File: src/rtl/rf_write_arbiter.sv
// rf_write_arbiter: write-side front end for the 32x32 register file.
// Merges the primary writeback (never stalled) with a secondary producer
// queued through a small FIFO, drives the single RF write port from a
// registered stage, and exports pending-write flags for decode stalls.
// Optional feature macro: RF_WA_BYPASS_EN (secondary writes skip an empty
// FIFO and load the rf stage directly when the primary is idle).
module rf_write_arbiter #(
  parameter int unsigned DEPTH = 4,
  parameter int unsigned AW    = 5,
  parameter int unsigned DW    = 32
) (
  input  logic                     clk,
  input  logic                     rst,
  input  logic                     p_we,
  input  logic [AW-1:0]            p_waddr,
  input  logic [DW-1:0]            p_wdata,
  input  logic                     s_valid,
  output logic                     s_ready,
  input  logic [AW-1:0]            s_waddr,
  input  logic [DW-1:0]            s_wdata,
  output logic                     rf_we,
  output logic [AW-1:0]            rf_waddr,
  output logic [DW-1:0]            rf_wdata,
  input  logic [AW-1:0]            chk_addr1,
  input  logic [AW-1:0]            chk_addr2,
  output logic                     pend1,
  output logic                     pend2,
  output logic [$clog2(DEPTH):0]   q_count,
  output logic                     q_full,
  output logic                     q_empty
);

  localparam int unsigned PW = $clog2(DEPTH);
  localparam int unsigned CW = PW + 1;

  // Pointers carry one extra wrap bit so full and empty are distinguishable.
  logic [CW-1:0] wr_ptr;
  logic [CW-1:0] rd_ptr;
  logic [PW-1:0] wr_idx;
  logic [PW-1:0] rd_idx;

  logic [AW-1:0]    ent_addr [DEPTH];
  logic [DW-1:0]    ent_data [DEPTH];
  logic [DEPTH-1:0] ent_valid;

  logic prim_req;
  logic s_keep;
  logic bypass;
  logic push;
  logic pop;
  logic hit1;
  logic hit2;

  assign wr_idx = wr_ptr[PW-1:0];
  assign rd_idx = rd_ptr[PW-1:0];

  // Occupancy flags come from registered pointers only.
  assign q_count = wr_ptr - rd_ptr;
  assign q_full  = (q_count == CW'(DEPTH));
  assign q_empty = (wr_ptr == rd_ptr);

  // No path from s_valid; reset holds the producer off.
  assign s_ready = !q_full && !rst;

  // Request decode: writes to $0 are treated as no request at all.
  always_comb begin
    prim_req = p_we && (p_waddr != '0);
    s_keep   = s_valid && s_ready && (s_waddr != '0);
`ifdef RF_WA_BYPASS_EN
    bypass   = s_keep && q_empty && !prim_req;
`else
    bypass   = 1'b0;
`endif
    push     = s_keep && !bypass;
    pop      = !prim_req && !q_empty;
  end

  // FIFO pointers and per-entry valid bits.
  always_ff @(posedge clk) begin
    if (rst) begin
      wr_ptr    <= '0;
      rd_ptr    <= '0;
      ent_valid <= '0;
    end else begin
      if (push) begin
        wr_ptr            <= wr_ptr + CW'(1);
        ent_valid[wr_idx] <= 1'b1;
      end
      if (pop) begin
        rd_ptr            <= rd_ptr + CW'(1);
        ent_valid[rd_idx] <= 1'b0;
      end
    end
  end

  // FIFO payload storage; contents are qualified by ent_valid, so no reset.
  always_ff @(posedge clk) begin
    if (push) begin
      ent_addr[wr_idx] <= s_waddr;
      ent_data[wr_idx] <= s_wdata;
    end
  end

  // Registered RF write stage: primary first, then FIFO head, then bypass.
  always_ff @(posedge clk) begin
    if (rst) begin
      rf_we    <= 1'b0;
      rf_waddr <= '0;
      rf_wdata <= '0;
    end else if (prim_req) begin
      rf_we    <= 1'b1;
      rf_waddr <= p_waddr;
      rf_wdata <= p_wdata;
    end else if (pop) begin
      rf_we    <= 1'b1;
      rf_waddr <= ent_addr[rd_idx];
      rf_wdata <= ent_data[rd_idx];
    end else if (bypass) begin
      rf_we    <= 1'b1;
      rf_waddr <= s_waddr;
      rf_wdata <= s_wdata;
    end else begin
      rf_we    <= 1'b0;
    end
  end

  // Pending flags: match against queued entries and the not-yet-committed rf stage.
  always_comb begin
    hit1 = 1'b0;
    hit2 = 1'b0;
    for (int unsigned i = 0; i < DEPTH; i++) begin
      if (ent_valid[PW'(i)] && (ent_addr[PW'(i)] == chk_addr1)) hit1 = 1'b1;
      if (ent_valid[PW'(i)] && (ent_addr[PW'(i)] == chk_addr2)) hit2 = 1'b1;
    end
    pend1 = (chk_addr1 != '0) && (hit1 || (rf_we && (rf_waddr == chk_addr1)));
    pend2 = (chk_addr2 != '0) && (hit2 || (rf_we && (rf_waddr == chk_addr2)));
  end

endmodule
File: config.mk
export PLATFORM = sky130hd
export DESIGN_NAME = rf_write_arbiter
export DESIGN_NICKNAME = d
export VERILOG_FILES = /design/src/rtl/rf_write_arbiter.sv
export SDC_FILE = /design/constraint.sdc
export NUM_CORES = 1
export LEC_CHECK = 0
export CAP_MARGIN = 0
export CORE_MARGIN = 2
export CORE_UTILIZATION = 30
export DETAILED_ROUTE_END_ITERATION = 10
export PLACE_DENSITY = 0.56
export SLEW_MARGIN = 5
export SYNTH_ARGS = -nofsm -noshare
export SYNTH_HDL_FRONTEND = slang
export SYNTH_SLANG_ARGS = --single-unit
File: constraint.sdc
create_clock -name clk -period 3.3 [get_ports clk]
set_input_delay 0.66 -clock clk [delete_from_list [all_inputs] [get_ports clk]]
set_output_delay 0.66 -clock clk [all_outputs]
set_load 0.1 [all_outputs]
==> results of run 1 <==
-- layer usage --
metal	up-vias	track usage, %
met5	-	0
met3	21	3.70
met4	2	3.68
met1	2397	17.6
met2	125	23.8
li1	2250	-
-- report_power, final --
group	internal (mW)	switching (mW)
Clock	1.29	0.924
Combinational	1.21	1.99
Sequential	2.93	0.231
Total	5.42	3.15
-- stage by stage --
stage	util, %	std cells
finish	39.5	1006
global route	39.5	1005
CTS	39.5	1005
detailed placement	37.1	973
global placement	37.1	973
floorplan	-	516
-- how the worst min path moves through the flow --
stage                         to  cells after the start  slack [ns]
CTS                 rf_wdata[22]                      2        0.57
global placement       wr_ptr[0]                      2        0.53
floorplan           ent_valid[0]                      1        0.46
global route        ent_valid[3]                      2        0.59
finish              ent_valid[3]                      2        0.56
detailed placement  rf_wdata[22]                      2        0.55
-- cells by family (layout without fill, tap and decap cells) --
| group | Yosys count | in the layout | synth area share (%) |
|---|---|---|---|
| multiplexers | 75 | 75 | 14.6 |
| AO/OA/AOI/OAI | 49 | 49 | 4.33 |
| flip-flops | 198 | 198 | 65.6 |
| other | 0 | 1 | 0 |
| adder cells (fa/ha/maj) | 11 | 11 | 1.75 |
| buffers and inverters | 43 | 191 | 2.43 |
| AND/OR/NAND/NOR | 84 | 84 | 5.18 |
| XOR/XNOR | 56 | 56 | 6.09 |
-- registers in the layout (all words and copies together), names as in the netlist, named ones only --
name / count
rf_waddr: 5
ent_addr: 20
ent_data: 128
wr_ptr: 3
ent_valid: 4
rd_ptr: 3
rf_wdata: 32
rf_we: 1
-- layout make-up --
type | count | area, um2
multi-input combinational | 275 | 2690
sequential | 198 | 5450
tap | 341 | 427
fill | 2497 | 16300
inverter | 6 | 22.5
clock buffer | 17 | 425
timing repair buffer | 153 | 1450
antenna | 1 | 2.50
clock inverter | 15 | 214
-- worst max-delay path, cell delays in order --
cell             delay (ns)
clkdlybuf4s50_1        0.60
xor2_1                 0.22
nor4_1                 0.35
nand3_1                0.12
nand3_1                0.09
o22a_1                 0.20
buf_12                 0.19
-- cells in the final DEF (no fill, tap or decap), drive strengths merged, types with 3 or more instances in the layout --
cell / n
bufinv: 4
a21oi: 4
and2: 3
a211oi: 36
nand2: 3
mux2i: 37
or4: 4
xor2: 40
buf: 67
mux4: 37
clkdlybuf4s50: 86
ha: 10
nand3: 12
clkinv: 3
dfxtp: 50
xnor2: 15
clkbuf: 17
nor4: 10
edfxtp: 148
nor2: 45
inv: 12
o21a: 3
==> flow_summary.json, run 1 <==
{
  "final_cell_area_mm2": 0.0107,
  "r2r_slack_ns": 0.58,
  "place_area_mm2": 0.0100,
  "fin_crit_ns": 3.09,
  "synth_seq_area_share_pct": 65.6,
  "grt_pass1_wl_mm": 29.9,
  "io_buffer_count": 133,
  "worstRegToRegCells": 8,
  "place_congestion": 0.838,
  "synth_edf_count": 148,
  "fin_setup_tns_ns": 0,
  "avgViaCountPerCell": 4.77,
  "cts_tree": "done",
  "overflow": 0,
  "cts_max_path_buffers": 2,
  "grt_pass1_vias": 5201,
  "synth_commonest_cells": "edfxtp_1, dfxtp_1, nor2_1",
  "setup_violations": 0,
  "finalMaxSlewViolations": 0,
  "track_usage_pct": 14.0,
  "antenna_found_initial": 1,
  "synth_flop_cell": "edfxtp_1",
  "wirelength_mm": 19.5,
  "rsz0062_at_grt": "no",
  "synth_top_area_share_pct": 53.5,
  "post-cts-setup-buffers": 0,
  "fp-row-count": 60,
  "synth-seq-cells": 198,
  "die_width_um": 170,
  "highest_layer": "met5",
  "clk_latency_ns": 0.43,
  "post-synth-top-count-cell": "edfxtp_1",
  "critPathMaxFanout": 6,
  "min-delay-start": "ent_valid[3]",
  "detail-route-antenna-nets": 0,
  "synth_cells": 516,
  "clock_skew_ns": 0.0122,
  "outcome": "completed",
  "rr_startpoint": "wr_ptr[0]",
  "drv_cap": 0,
  "arrival_ns": 2.43,
  "synth_area_mm2": 0.00830,
  "power_mw": 8.57,
  "hold_ws_ns": 0.559,
  "slew_headroom_pct": 46.5,
  "synth_top_cells_by_area": "edfxtp_1, dfxtp_1, mux4_2",
  "critical_path_class": "in2out",
  "vias": 4795,
  "path_clk_slew_ns": 0.07,
  "max_clock_freq_ghz": 0.323,
  "power_density_mw_per_mm2": 802,
  "pre_cts_slack_ns": 0.235,
  "first_iter_violations": 284,
  "cts_sinks": 198,
  "fin_crit_sh_pct": 93.8,
  "fin_ws_ns": 0.206,
  "startpoint": "chk_addr2[3]",
  "ys_async_sr_fraction_pct": 0,
  "yosysTopAreaCell": "edfxtp_1",
  "grt_max_degree": 35,
  "initial_core_util_pct": 30.7,
  "hpwl_mm": 14.1,
  "drive_above_1_share_pct": 23.0,
  "first_pass_iters": 4,
  "wl_met2_mm": 9.74,
  "cts_hold_buffers": 0,
  "hold_class": "reg2reg",
  "die_area_mm2": 0.0290,
  "coreArea_mm2": 0.0270,
  "required_ns": 2.64,
  "tightest_slew_ns": 0.803,
  "avgSynthCellArea_um2": 16.1,
  "yosysWarnings": 0,
  "final_nets": 750,
  "fp.dieH_um": 170,
  "wl_met1_mm": 8.49,
  "io_pins": 134,
  "cts_buffers": 17,
  "cts_resized": 0,
  "yosys.cell_types.count": 37,
  "cp-start-kind": "input port",
  "areaGrowthSynthToFinish_pct": 28.6,
  "htreeDepth": 4,
  "dr_wl_met3_um": 994,
  "remaining_drc_errors": 0,
  "power_leakage_nw": 3.79,
  "post_drt_wl_per_cell_um": 19.4,
  "endpoint_kind": "output pin",
  "ir_drop_uv": 389,
  "clockRootBuffer": "clkbuf_16",
  "crit_path_end": "pend2",
  "syn_nets": 615,
  "r2r-end": "ent_data[0][6]",
  "hold_viol_final": 0
}
No activity file was read; power rests on OpenSTA's default activity.
==> run 2: changes to the inputs <==
ABC_AREA = 1   (was unset)
CORE_ASPECT_RATIO = 1.2   (was unset)
PLACE_DENSITY = 0.55   (was 0.56)
==> flow_summary.json, run 2 <==
{
  "path_clk_slew_ns": 0.08,
  "setup_violations": 0,
  "path_depth": 9,
  "required_ns": 2.64,
  "slew_headroom_pct": 23.9,
  "cts_resized": 0,
  "drive_above_1_share_pct": 10.8,
  "antenna_found_initial": 0,
  "detail-route-antenna-nets": 0,
  "worstHoldPathCells": 2,
  "io_pins": 134,
  "io_buffer_count": 133,
  "track_usage_pct": 15.8,
  "drv_cap": 0,
  "yosysWarnings": 0,
  "die_area_mm2": 0.0316,
  "cts_sinks": 198,
  "grt_max_degree": 83,
  "ir_drop_uv": 690,
  "htreeDepth": 4,
  "areaGrowthSynthToFinish_pct": 25.7,
  "cts_tree": "done",
  "cts_max_path_buffers": 2,
  "fin_setup_tns_ns": 0,
  "r2r-end": "ent_data[0][8]",
  "post-cts-setup-buffers": 0,
  "fin_ws_ns": 0.237,
  "power_leakage_nw": 4.72,
  "r2r_slack_ns": 0.73,
  "ys_async_sr_fraction_pct": 0,
  "fp.dieH_um": 194,
  "yosys.cell_types.count": 30,
  "rr_startpoint": "wr_ptr[0]",
  "wirelength_mm": 24.6,
  "pre_cts_slack_ns": 0.353,
  "crit_family": "adder cells",
  "initial_core_util_pct": 30.5,
  "max_clock_freq_ghz": 0.326,
  "grt_pass1_wl_mm": 38.0,
  "synth_top_cells_by_area": "edfxtp_1, nand2_1, dfxtp_1",
  "avgSynthCellArea_um2": 8.98,
  "synth_top_area_share_pct": 49.0,
  "reg_top3": "ent_data x128, rf_wdata x32, ent_addr x20",
  "cts_hold_buffers": 0,
  "yosysTopAreaCell": "edfxtp_1",
  "synth_area_mm2": 0.00906,
  "remaining_drc_errors": 0,
  "finalCoreUtilization_pct": 38.4,
  "clockRootBuffer": "clkbuf_16",
  "critPathMaxStageDelay_ns": 0.51,
  "stdcell_count": 1535,
  "worstRegToRegCells": 8,
  "critPathMaxFanout": 8,
  "final_cell_area_mm2": 0.0114,
  "crit_chain": "inv_1 -> ha_1 -> fa_1 -> nand2_1 -> inv_1 -> nand3_1 -> nand2_1 -> inv_1 -> buf_12",
  "post-synth-top-count-cell": "nand2_1",
  "final_cell_mix": "nand2_1, nor2_1, edfxtp_1",
  "coreArea_mm2": 0.0297,
  "crit_top_cell": "inv_1",
  "die_width_um": 163,
  "whs_endpoint": "rf_wdata[1]",
  "final_common_cell": "nand2_1",
  "hpwl_mm": 16.2,
  "fp-row-count": 69,
  "crit_slowest_cell": "fa_1",
  "hold_class": "reg2reg",
  "final_nets": 1231,
  "endpoint_kind": "output pin",
  "place_area_mm2": 0.0108,
  "grt_pass1_vias": 6754,
  "clock_skew_ns": 0.0177,
  "placed_cells": 1503,
  "first_iter_violations": 524,
  "synth_cells": 1010,
  "largest-register": "ent_data",
  "largest_reg_flops": 128,
  "synth_flop_cell": "edfxtp_1",
  "post_drt_wl_per_cell_um": 16.0,
  "first_pass_iters": 7,
  "critical_path_class": "reg2out",
  "place_congestion": 0.924,
  "avgViaCountPerCell": 4.55,
  "fin_crit_ns": 3.06,
  "clk_latency_ns": 0.44,
  "synth-seq-cells": 198,
  "finalMaxSlewViolations": 0,
  "tightest_slew_ns": 1.14,
  "fin_crit_sh_pct": 92.8,
  "arrival_ns": 2.40,
  "synth_edf_count": 148,
  "cp-start-kind": "flip-flop",
  "outcome": "completed",
  "power_density_mw_per_mm2": 810,
  "overflow": 0,
  "hold_viol_final": 0,
  "crit_buf_inv": 4,
  "cts_buffers": 17,
  "synth_seq_area_share_pct": 60.1,
  "insertedDiodeCount": 0,
  "rsz0062_at_grt": "no",
  "synth_commonest_cells": "nand2_1, nor2_1, edfxtp_1",
  "min-delay-start": "rf_wdata[1]",
  "syn_nets": 1109,
  "vias": 6980
}
run 2: changes by cell type in the layout (fill, tap and decap cells not counted), moves of 29 or more:
cell	change
inv_1	+76
o21ai_0	+94
mux4_2	-37
mux2i_1	-37
nand2_1	+278
nand3_1	+29
nor2_1	+120
xor2_1	-31
a211oi_1	-36
run 2: where the power goes:
| group | total [mW] | switching [mW] | internal (mW) |
|---|---|---|---|
| Sequential | 3.16 | 0.178 | 2.98 |
| Clock | 2.10 | 0.978 | 1.12 |
| Combinational | 3.97 | 2.99 | 0.987 |
| Total | 9.23 | 4.14 | 5.09 |
run 2: per-layer routing:
| metal | global-route usage, % | vias to the layer above | wire [um] |
|---|---|---|---|
| li1 | - | 3537 | - |
| met5 | 0 | - | 0 |
| met1 | 19.7 | 3229 | 10700 |
| met3 | 3.22 | 36 | 1170 |
| met4 | 6.69 | 0 | 677 |
| met2 | 26.4 | 178 | 12000 |
run 2: cells by family after synthesis:
family | Yosys count | share of synthesized area (%)
compound gates | 147 | 8.81
xor+xnor | 9 | 0.870
fa+ha+maj | 11 | 1.60
buf+inv | 134 | 6.25
flops | 198 | 60.1
simple gates | 511 | 22.4
run 2: cell type report:
type | instances | area [um2]
fillers | 2977 | 18300
flip-flops and latches | 198 | 5450
multi-input cells | 678 | 3060
repair buffers | 147 | 1450
well taps | 390 | 488
clock buffers | 18 | 450
inverters | 90 | 345
clock inverters | 14 | 158
run 2: stage by stage:
| stage | hold WS (ns) | total power, mW |
|---|---|---|
| after CTS | 0.476 | 9.34 |
| after floorplan | 0.431 | 6.18 |
| final | 0.475 | 9.23 |
| after global routing | 0.501 | 9.75 |
| after detailed placement | 0.464 | 7.23 |
| after global placement | 0.461 | 7.21 |
run 2: worst reg2reg max path, cell delays in order (launching register included):
cell and delay (ns):
dfxtp_1 0.36, inv_1 0.12, ha_1 0.23, fa_1 0.38, nand3b_1 0.19, nand3_1 0.25, nand4_1 0.21, inv_2 0.30
buf_12 0.22
run 2: worst max path at each step:
stage	start	endpoint	slack (ns)
detailed placement	chk_addr2[3]	pend2	0.35
floorplan	rf_waddr[4]	pend1	0.31
global route	wr_ptr[0]	s_ready	0.05
CTS	wr_ptr[0]	s_ready	0.19
global placement	chk_addr2[0]	pend2	0.32
finish	wr_ptr[0]	s_ready	0.24
==> run 3: changes to the inputs <==
ABC_AREA = unset   (was 1)
PLACE_DENSITY = 0.56   (was 0.55)
==> flow_summary.json, run 3 (synthesis results as in run 1) <==
{
  "hold_ws_ns": 0.556,
  "fin_crit_ns": 3.06,
  "vias": 4814,
  "fill_cells": 2477,
  "place_congestion": 0.818,
  "critPathMaxFanout": 6,
  "reg_top3": "ent_data x128, rf_wdata x32, ent_addr x20",
  "cts_sinks": 198,
  "hold_class": "reg2reg",
  "first_pass_iters": 6,
  "final_cell_mix": "edfxtp_1, clkdlybuf4s50_1, buf_4",
  "finalMaxSlewViolations": 0,
  "detail-route-antenna-nets": 0,
  "clock_skew_ns": 0.0111,
  "power_leakage_nw": 3.76,
  "max_clock_freq_ghz": 0.327,
  "cts_buffers": 17,
  "remaining_drc_errors": 0,
  "critical_path_class": "in2out",
  "insertedDiodeCount": 0,
  "io_buffer_count": 133,
  "drive_above_1_share_pct": 22.3,
  "areaGrowthSynthToFinish_pct": 28.1,
  "arrival_ns": 2.40,
  "fp-row-count": 66,
  "endpoint_kind": "output pin",
  "antenna_found_initial": 0,
  "final_nets": 744,
  "die_area_mm2": 0.0290,
  "cts_max_path_buffers": 2,
  "io_pins": 134,
  "die_width_um": 156,
  "drv_cap": 0,
  "post_drt_wl_per_cell_um": 19.6,
  "wirelength_mm": 19.5,
  "regArea_mm2": 0.00545,
  "largest-register": "ent_data",
  "path_clk_slew_ns": 0.07,
  "grt_max_degree": 44,
  "first_iter_violations": 250,
  "power_density_mw_per_mm2": 799,
  "htreeDepth": 4,
  "coreArea_mm2": 0.0272,
  "avgViaCountPerCell": 4.82,
  "hold_viol_final": 0,
  "cts_hold_buffers": 0,
  "worstHoldPathCells": 2,
  "cts_tree": "done",
  "ir_drop_uv": 424,
  "clk_latency_ns": 0.43,
  "fin_setup_tns_ns": 0,
  "outcome": "completed",
  "slew_headroom_pct": 63.2,
  "grt_pass1_vias": 4971,
  "worstRegToRegCells": 8,
  "cts_resized": 0,
  "fp.dieH_um": 186,
  "setup_violations": 0,
  "track_usage_pct": 13.7,
  "required_ns": 2.64,
  "fin_crit_sh_pct": 92.6,
  "overflow": 0,
  "cp-start-kind": "input port",
  "clockRootBuffer": "clkbuf_16",
  "initial_core_util_pct": 30.6,
  "largest_reg_flops": 128,
  "multi_input_area_mm2": 0.00269,
  "rsz0062_at_grt": "no",
  "grt_pass1_wl_mm": 29.5,
  "post-cts-setup-buffers": 0,
  "tightest_slew_ns": 0.551,
  "final_common_cell": "edfxtp_1",
  "hpwl_mm": 13.4
}
[run 3: stage by stage]
step / setup WS [ns] / cells / total power, mW / utilization [%] / instance area, um2
2_1_floorplan: -0.324 / 516 / 5.59 / - / 8330
3_3_place_gp: 0.291 / 966 / 6.42 / 36.8 / 10000
3_5_place_dp: 0.265 / 966 / 6.46 / 36.8 / 10000
4_1_cts: 0.255 / 998 / 8.65 / 39.1 / 10600
5_1_grt: 0.104 / 998 / 8.88 / 39.1 / 10600
6_report: 0.243 / 998 / 8.49 / 39.1 / 10600
[run 3: worst paths after layout]
path	startpoint	endpoint	slack [ns]
worst min register to register	ent_valid[3]	ent_valid[3]	0.56
worst min-delay path	ent_valid[3]	ent_valid[3]	0.56
worst max register to register	wr_ptr[0]	ent_data[0][8]	0.70
worst max-delay path	chk_addr2[2]	pend2	0.24
[run 3: final cells by class]
cell class / instances / area share (%)
multi-input combinational: 275 / 25.3
timing repair buffer: 147 / 13.3
clock buffer: 17 / 4.00
inverter: 6 / 0.212
clock inverter: 15 / 1.94
tap: 340 / 4.00
sequential: 198 / 51.2
[run 3: power by group]
part / switching (mW) / leakage [nW] / total [mW] / internal, mW
Clock: 0.989 / 0.305 / 2.16 / 1.17
Sequential: 0.203 / 1.76 / 3.13 / 2.93
Combinational: 2.02 / 1.70 / 3.21 / 1.19
[run 3: routing by layer]
metal,global-route usage (%),up-vias,routed length [um]
li1,-,2237,-
met5,0,-,0
met3,2.92,16,840
met2,24.9,116,10300
met1,16.5,2445,8100
met4,3.78,0,257
[run 3: critical path, cell delays in order]
cell,delay [ns]
clkdlybuf4s50_1,0.61
xor2_1,0.24
nor4_1,0.29
nand3_1,0.12
nand3_1,0.08
o22a_1,0.20
buf_12,0.18
